### src/rtl/if_id_reg.sv
// IF/ID pipeline register built as a 2-entry skid buffer (head + skid) with
// stall/flush control and MIPS-style field decode of the head instruction.
module if_id_reg #(
  parameter int unsigned IWIDTH   = 32,
  parameter int unsigned PCWIDTH  = 32,
  parameter int unsigned IMMWIDTH = 16
) (
  input  logic                clk,
  input  logic                rst,
  input  logic                in_valid,
  output logic                in_ready,
  input  logic [IWIDTH-1:0]   in_instr,
  input  logic [PCWIDTH-1:0]  in_pc,
  input  logic                stall,
  input  logic                flush,
  output logic                out_valid,
  input  logic                out_ready,
  output logic [IWIDTH-1:0]   out_instr,
  output logic [PCWIDTH-1:0]  out_pc,
  output logic [5:0]          out_opcode,
  output logic [4:0]          out_rs,
  output logic [4:0]          out_rt,
  output logic [4:0]          out_rd,
  output logic [4:0]          out_shamt,
  output logic [5:0]          out_funct,
  output logic [IMMWIDTH-1:0] out_imm
);

  typedef enum logic [1:0] {
    EMPTY = 2'd0,
    ONE   = 2'd1,
    TWO   = 2'd2
  } state_t;

  typedef struct packed {
    logic [IWIDTH-1:0]  instr;
    logic [PCWIDTH-1:0] pc;
  } entry_t;

  state_t state, state_next;
  entry_t head, head_next;
  entry_t skid, skid_next;
  entry_t in_entry;
  logic   ready;
  logic   push, pop;

  assign in_entry = '{instr: in_instr, pc: in_pc};
  assign push     = in_valid && ready;
  assign pop      = out_valid && out_ready && !stall;

  // State and payload registers; reset clears everything immediately.
  always_ff @(posedge clk or posedge rst) begin
    if (rst) begin
      state <= EMPTY;
      head  <= '0;
      skid  <= '0;
      ready <= 1'b0;
    end else begin
      state <= state_next;
      head  <= head_next;
      skid  <= skid_next;
      // Tracks (state != TWO) but stays low while in reset.
      ready <= (state_next != TWO);
    end
  end

  // Next-state and payload movement.
  always_comb begin
    state_next = state;
    head_next  = head;
    skid_next  = skid;
    if (flush) begin
      state_next = EMPTY;
      head_next  = '0;
      skid_next  = '0;
    end else begin
      case (state)
        EMPTY: begin
          if (push) begin
            head_next  = in_entry;
            state_next = ONE;
          end
        end
        ONE: begin
          case ({push, pop})
            2'b10: begin
              skid_next  = in_entry;
              state_next = TWO;
            end
            2'b01: begin
              head_next  = '0;
              state_next = EMPTY;
            end
            2'b11: head_next = in_entry;
            default: ;
          endcase
        end
        TWO: begin
          if (pop) begin
            head_next  = skid;
            skid_next  = '0;
            state_next = ONE;
          end
        end
        default: begin
          state_next = EMPTY;
          head_next  = '0;
          skid_next  = '0;
        end
      endcase
    end
  end

  assign in_ready  = ready;
  assign out_valid = (state != EMPTY);
  assign out_instr = head.instr;
  assign out_pc    = head.pc;

  // Zero-latency field slices of the head instruction.
  assign out_opcode = head.instr[31:26];
  assign out_rs     = head.instr[25:21];
  assign out_rt     = head.instr[20:16];
  assign out_rd     = head.instr[15:11];
  assign out_shamt  = head.instr[10:6];
  assign out_funct  = head.instr[5:0];
  assign out_imm    = head.instr[IMMWIDTH-1:0];

endmodule

### config.mk
export PLATFORM = sky130hd
export DESIGN_NAME = if_id_reg
export DESIGN_NICKNAME = d
export VERILOG_FILES = /design/src/rtl/if_id_reg.sv
export SDC_FILE = /design/constraint.sdc
export NUM_CORES = 1
export LEC_CHECK = 0
export CORE_MARGIN = 2
export CORE_UTILIZATION = 50
export CTS_CLUSTER_SIZE = 30
export DETAILED_ROUTE_END_ITERATION = 6
export PLACE_DENSITY_LB_ADDON = 0.08
export SYNTH_ARGS = -nofsm -noshare
export SYNTH_HDL_FRONTEND = slang
export SYNTH_SLANG_ARGS = --single-unit
### constraint.sdc
create_clock -name clk -period 5.3 [get_ports clk]
set_clock_uncertainty 0.05 [all_clocks]
set_input_delay 1.06 -clock clk [delete_from_list [all_inputs] [get_ports clk]]
set_output_delay 1.06 -clock clk [all_outputs]
set_load 0.01 [all_outputs]
==> run summary, run 1 <==
The routed design could run at a clock period as short as 3.42 ns. The detailed-route wire length was 20400 um. Global routing consumed, over all layers together, 25.0% of the routing resources. Counting every net in the synthesized netlist gives 760. In this run, synthesis inferred 0 flip-flops with an integrated enable. The area growth from synthesis to layout works out to 25.8%. The tool flagged a number of max-cap violations equal to 0. The last weighted congestion value of the routability-driven placer was 0.784; the number of sinks handled by clock tree synthesis was 131. The power density over cell area is 318 nW/um2. The multi-input combinational cells in the finished layout cover a total of 3490 um2.

After global routing the overflow that remains totals 0. Class of the most critical setup path: primary input to flop. The largest net degree at the start of global routing was 111; the depth of the CTS H-tree was 4.

The number of global-route vias before repair is 6233, and the number of buffers on the longest clock path is 2. The total of warnings raised by yosys is 0, and the starting utilization of the core area is 51.7%. Cells with a size suffix above 1 make up 6.77% of the layout.

The logs give 14600 um2 for the standard cell core area and 1164 for the number of inserted filler cells in the final layout. The run gives 43.3% as the sequential-to-total area share from yosys stat. The tools report the total of hold buffers inserted after clock tree synthesis as 0.

In the final routed layout, each cell accounts on average for 21.4 um. The total of flip-flops plus latches after synthesis came out at 131. The period utilization works out to 64.5%. Data on the critical path arrives at its endpoint at 3.59 ns. The final-report setup violation count was 0; the largest stage delay on the critical path was 1.07 ns. The share of synthesized area in the top cell type comes to 43.3%. The worst hold path class is flop to flop. The number of unique standard cell types used by synthesis was 27. The width of the die works out to 127 um. By instance count, the leading cell after synthesis is dfrtp_1. The flow ran to the end, and the final reports show no timing, DRC or antenna violations. The clock reaches the later pin of the worst-skew pair after 0.42 ns.

The startpoint identified for the worst register-to-register timing path is state[1]. The die covers 16100 um2. Of all flip-flops after synthesis, the portion carrying an async set or reset was 100%.

In this run the most critical hold path is launched from skid[40]. Die boundary height: 127 um. After clock tree synthesis, the clock-pin slew on the worst setup and hold paths is 0.05 ns. The main flop type after synthesis was dfrtp_1. The number of pins with negative max-slew slack in the final report is 0. TritonCTS created 17 clock buffers. The number of failing hold endpoints at the final stage is 0, and the cell leakage power is 4.17 nW. The tools report the number of instances in the synthesized netlist as 688.

The first-pass GRT wire length is 32800 um, and the worst-path maximum fanout is 64. In this run the count of I/O pins placed on the die edge is 184. The relative slew slack came out at 11.9%. By count the netlist is led by 131 x dfrtp_1, 65 x a21o_1. The tools report the critical path startpoint category as a primary input. The initial antenna violation count came out at 0. The actual transition at the worst max-transition pin is 1.32 ns, and the final routed DRC violation total is 0. The number of setup buffers added after CTS is 0. The largest vdd supply drop was 205 uV. Data on the critical path is required at its endpoint by 5.46 ns. The slowest stage of the critical path belongs to the cell a211o_2. The mean instance size in the synthesized netlist came out at 11.0 um2. The number of nets in the finished design came out at 828. The biggest area contributor in the post-synthesis netlist is dfrtp_1. Final worst hold slack: 0.469 ns. TritonCTS built the clock tree. In the final timing run, aggregate negative setup slack is 0 ns. The critical path goes through clkdlybuf4s50_1, and3b_2, a211o_2, a31oi_1. The number of vias in the routed layout came out at 6361. The count of port buffers added during placement works out to 183. The routed via count divided by cell count works out to 6.68. Antenna diode instance count: 0.

Detailed placement ended at an HPWL of 11600 um. Mapped cell area: 7570 um2. Setup repair after global routing left no endpoint under its margin. Launching instance or port of the critical path: out_ready. The number of optimization iterations in the first detailed-route pass is 5, and the area of all sequential standard cells is 3290 um2. The sum of buffers and inverters on the critical path came out at 1.

In the post-synthesis netlist, the biggest area contributors are dfrtp_1 43%, a32o_1 8.5%, mux2i_1 8.5%. The family with the most delay on the worst path was compound AO/OA/AOI/OAI gates. After the first detailed-routing iteration, the DRC count stood at 579. The number of placement rows came out at 44.

In this run the clock root is driven by a clkbuf_16. STA classifies the critical path endpoint as a flop. Gates resized during post-CTS repair numbered 0. The highest achievable clock rate is 292 MHz. The detail route stage leaves a number of antenna-violating nets equal to 0.
==> state kept, by name (all words and copies together) (netlist names) <==
| signal | count |
|---|---|
| skid | 64 |
| out_instr | 32 |
| out_pc | 32 |
| state | 2 |
| in_ready | 1 |
==> kinds of logic after synthesis <==
group / count (synthesis) / share of synthesized area [%]
AND/OR/NAND/NOR: 14 / 1.26
AO/OA/AOI/OAI: 327 / 35.6
adder cells (fa/ha/maj): 2 / 0.331
buffers and inverters: 150 / 11.0
flip-flops: 131 / 43.3
multiplexers: 64 / 8.46
==> cell type report <==
cell class | instances | area share, %
well taps | 184 | 2.42
inverters | 4 | 0.237
clock inverters | 4 | 0.473
repair buffers | 195 | 20.2
flip-flops and latches | 131 | 34.5
multi-input cells | 407 | 36.7
clock buffers | 27 | 5.49
==> per-layer routing <==
metal | vias up | share of wire (%) | GRT usage, %
met5 | - | 0 | 0
met4 | 0 | 1.4 | 9.11
met3 | 23 | 5.8 | 5.15
met2 | 237 | 50 | 41.2
met1 | 3221 | 43 | 33.0
li1 | 2880 | - | -
==> per-stage QoR <==
step | util [%] | total power, mW | area, um2 | setup slack (ns) | cells
2_1_floorplan | - | 1.63 | 7570 | 0.692 | 688
5_1_grt | 65.0 | 3.16 | 9520 | 1.77 | 952
3_5_place_dp | 61.1 | 1.92 | 8950 | 1.53 | 921
3_3_place_gp | 61.1 | 1.91 | 8950 | 1.63 | 921
4_1_cts | 65.0 | 3.05 | 9520 | 1.94 | 952
6_report | 65.0 | 3.03 | 9520 | 1.88 | 952
==> cell usage in the layout (no fill, tap or decap), drive strengths merged, types with 2 or more instances in the layout <==
master and count:
inv 4, a21oi 3, buf 12, o41ai 64, ha 2, a32o 64, a2bb2oi 64, a31oi 64
and3b 2, nand2 2, clkdlybuf4s50 183, nand3b 2, a21o 65, dfrtp 131, clkinv 3, a211o 2
nand2b 2, mux2i 64, clkbuf 27
==> worst register-to-register path, stage by stage, from the launching register on <==
cell and delay, ns:
dfrtp_4 0.94, and3b_2 0.81, a211o_2 1.08, a31oi_1 0.26
==> report_power, final <==
part | total, mW | switching, mW | internal, mW
clock network | 1.13 | 0.411 | 0.715
registers | 1.16 | 0.0818 | 1.08
logic | 0.741 | 0.343 | 0.398
==> path summary, 6_finish.rpt <==
kind / endpoint / cells past startpoint / slack (ns)
max: out_instr[17] / 4 / 1.88
min: skid[40] / 1 / 0.47
max in group asynchronous: skid[38] / 3 / 2.98
min in group asynchronous: skid[19] / 2 / 1.15
max reg2reg: out_instr[17] / 3 / 1.96
min reg2reg: skid[40] / 1 / 0.47
(Power assumes the default switching activity.)
==> inputs of run 2 (changes only) <==
Clock period 5.3 ns to 3.6 ns, I/O delays scaled along.
==> run 2 against run 1 <==
Compared with the run above: wire length grew 2.0%; sequential cell count unchanged; combinational power rose by 50%; via count up 0.38%; sequential power grew 47%; clock power rose by 46%; core utilization is 0.77 points higher; first-iteration DRC count down 8.5%; total power grew 48%; critical endpoint is now out_valid; largest power group unchanged; highest routed layer unchanged.
==> run summary, run 2 (same netlist as run 1, synthesis figures left out) <==
Number of global-route vias before repair: 6358. The logs give 1161 for the number of inserted filler cells in the final layout and 2.83 ns for the data required time of the worst path. For this configuration, the core starts out at a cell density of 51.7%. The initialized floorplan defines 44 standard-cell rows. The wire-length estimate of the detail-placed layout is 12300 um.

In the routed design, unresolved DRC markers number 0. Startpoint of the worst hold path: skid[12]. The overall routing resource usage came out at 25.8%. The final layout contains routed wiring with a total length of 20800 um. Compared with the post-synthesis result, the final layout area differs by 27.3%.

In this run the critical register-to-register path is launched from state[1]. The cell leakage power was 4.23 nW; the reg2reg setup slack was 0.84 ns. Clock-pin slew was measured on the worst setup and hold paths at 0.06 ns. The worst pin sits at a relative slew slack of 14.6%. The path class of the tightest hold or removal check is flop to flop. The number of vias in the routed layout was 6385; the period utilization was 80.1%. Power spread over the standard cell area amounts to 464 nW/um2.

The largest net degree at the start of global routing was 129. The logs give 5 for the number of optimization iterations in the first detailed-route pass and 0 for the final-report setup violation count. The most critical setup path has its startpoint at state[0].

The first global-routing pass estimated 33600 um of wire. The clock reaches the later pin of the worst-skew pair after 0.41 ns. The worst-case IR drop observed on VDD is 340 uV.

The worst setup path is captured at an output pin. The slowest cell on the critical path was dfrtp_4. The congestion estimate from routability-driven global placement came to 0.768. Once the clock tree was built, the setup fixing pass inserted 0 buffers.

TritonCTS built the clock tree. After the first detailed-routing iteration, the DRC count stood at 530. The die boundary height is 127 um. Class of the most critical setup path: flop to output pin. The floorplan step defined a die boundary enclosing 16100 um2.

In the layout the commonest cells are 183 x clkdlybuf4s50_1, 129 x dfrtp_1, 65 x a21o_1. In this run the worst path has a maximum fanout of 58. The number of pins with negative max-slew slack in the final report is 0, and the initial antenna violation count is 0. The number of flip-flops under the largest register name was 64; the routed via count divided by cell count was 6.64. The post-route netlist has 7.72% of its cells at a drive strength greater than 1. Actual transition at the worst max-transition pin: 1.28 ns. The completed layout was analyzed and its total power is 4.48 mW. The number of sinks handled by clock tree synthesis came out at 131. The H-tree was split into 4 levels. In the final design database the tool counted 836 nets. For the worst setup path, the data arrival time is 2.11 ns.

STA classifies the critical path startpoint as a flop. The number of buffers on the longest clock path is 2, and the standard cell core area is 14600 um2. The total overflow left after global routing is 0. The critical path goes through or2_1, clkdlybuf4s50_1. Leaving out fill and tap cells, the most frequent cell in the layout is clkdlybuf4s50_1. The number of antenna diodes in the final layout is 0. Setup repair after global routing left no endpoint under its margin. 184 I/O pins were placed. Ranked by flip-flop count, first place goes to skid.

Input and output buffers added on the ports amount to 183. The number of hold buffers added after CTS was 0. The floorplan step set the die width to 127 um.

Number of routed nets with antenna violations: 0. OpenSTA, run right after detailed placement, puts the worst setup slack at 0.578 ns. The count of instances resized after the clock tree is built was 0; the max-cap violation count was 0.

The clock period could shrink to 2.88 ns. The flow ran to the end, and the final reports show no timing, DRC or antenna violations. Dividing the detail-routed wire length by the instance count gives 21.6 um.

The largest stage delay on the critical path is 0.85 ns. Number of clock buffers inserted by TritonCTS: 17. For this run, the top clock speed supported by timing is 347 MHz.

Worst setup margin: 0.716 ns. The run gives 0 as the number of failing hold endpoints at the final stage. Clock root buffer master: clkbuf_16. Adding up every negative setup slack in the final design gives 0 ns.
## run 2: cell types whose count changed in the layout (fill, tap and decap cells not counted)
cell / delta
clkbuf_1: +1
clkinvlp_4: +1
inv_6: -1
buf_12: +4
buf_4: +4
## run 2: worst max-delay path: cells and delay by family (launching register included)
kind	cells	cell delay (ns)
flops	1	0.85
buf+inv	1	0.56
simple gates	1	0.28
## run 2: power breakdown
part           switching [mW]  internal, mW  leakage [nW]
sequential              0.119          1.59          1.76
clock                   0.594          1.06         0.284
combinational           0.516         0.595          2.18
## run 2: path summary, 6_finish.rpt
path,endpoint,depth (start not counted)
max in group asynchronous,out_pc[11],4
min in group asynchronous,out_instr[19],2
min reg2reg,skid[12],1
min,skid[12],1
max,out_valid,2
max reg2reg,out_pc[11],5
## run 2: layout make-up
cell class | count | area, um2 | share of cell area, %
clock inverter | 4 | 45.0 | 0.468
inverter | 4 | 21.3 | 0.221
multi-input combinational | 407 | 3490 | 36.3
sequential | 131 | 3290 | 34.1
timing repair buffer | 203 | 2030 | 21.1
tap | 184 | 230 | 2.39
clock buffer | 28 | 527 | 5.47
## run 2: per-layer routing
| metal | wire length, um | vias up | track usage [%] |
|---|---|---|---|
| met3 | 1530 | 42 | 5.49 |
| met5 | 0 | - | 0 |
| met2 | 9940 | 291 | 41.5 |
| met4 | 541 | 0 | 10.3 |
| li1 | - | 2894 | - |
| met1 | 8740 | 3158 | 34.5 |
## run 2: metrics by stage
step | cell area, um2 | hold slack, ns | instances | utilization [%]
2_1_floorplan | 7570 | 0.443 | 688 | -
3_3_place_gp | 9060 | 0.452 | 929 | 61.9
3_5_place_dp | 9060 | 0.461 | 929 | 61.9
4_1_cts | 9630 | 0.472 | 961 | 65.8
5_1_grt | 9630 | 0.480 | 961 | 65.8
6_report | 9630 | 0.472 | 961 | 65.8
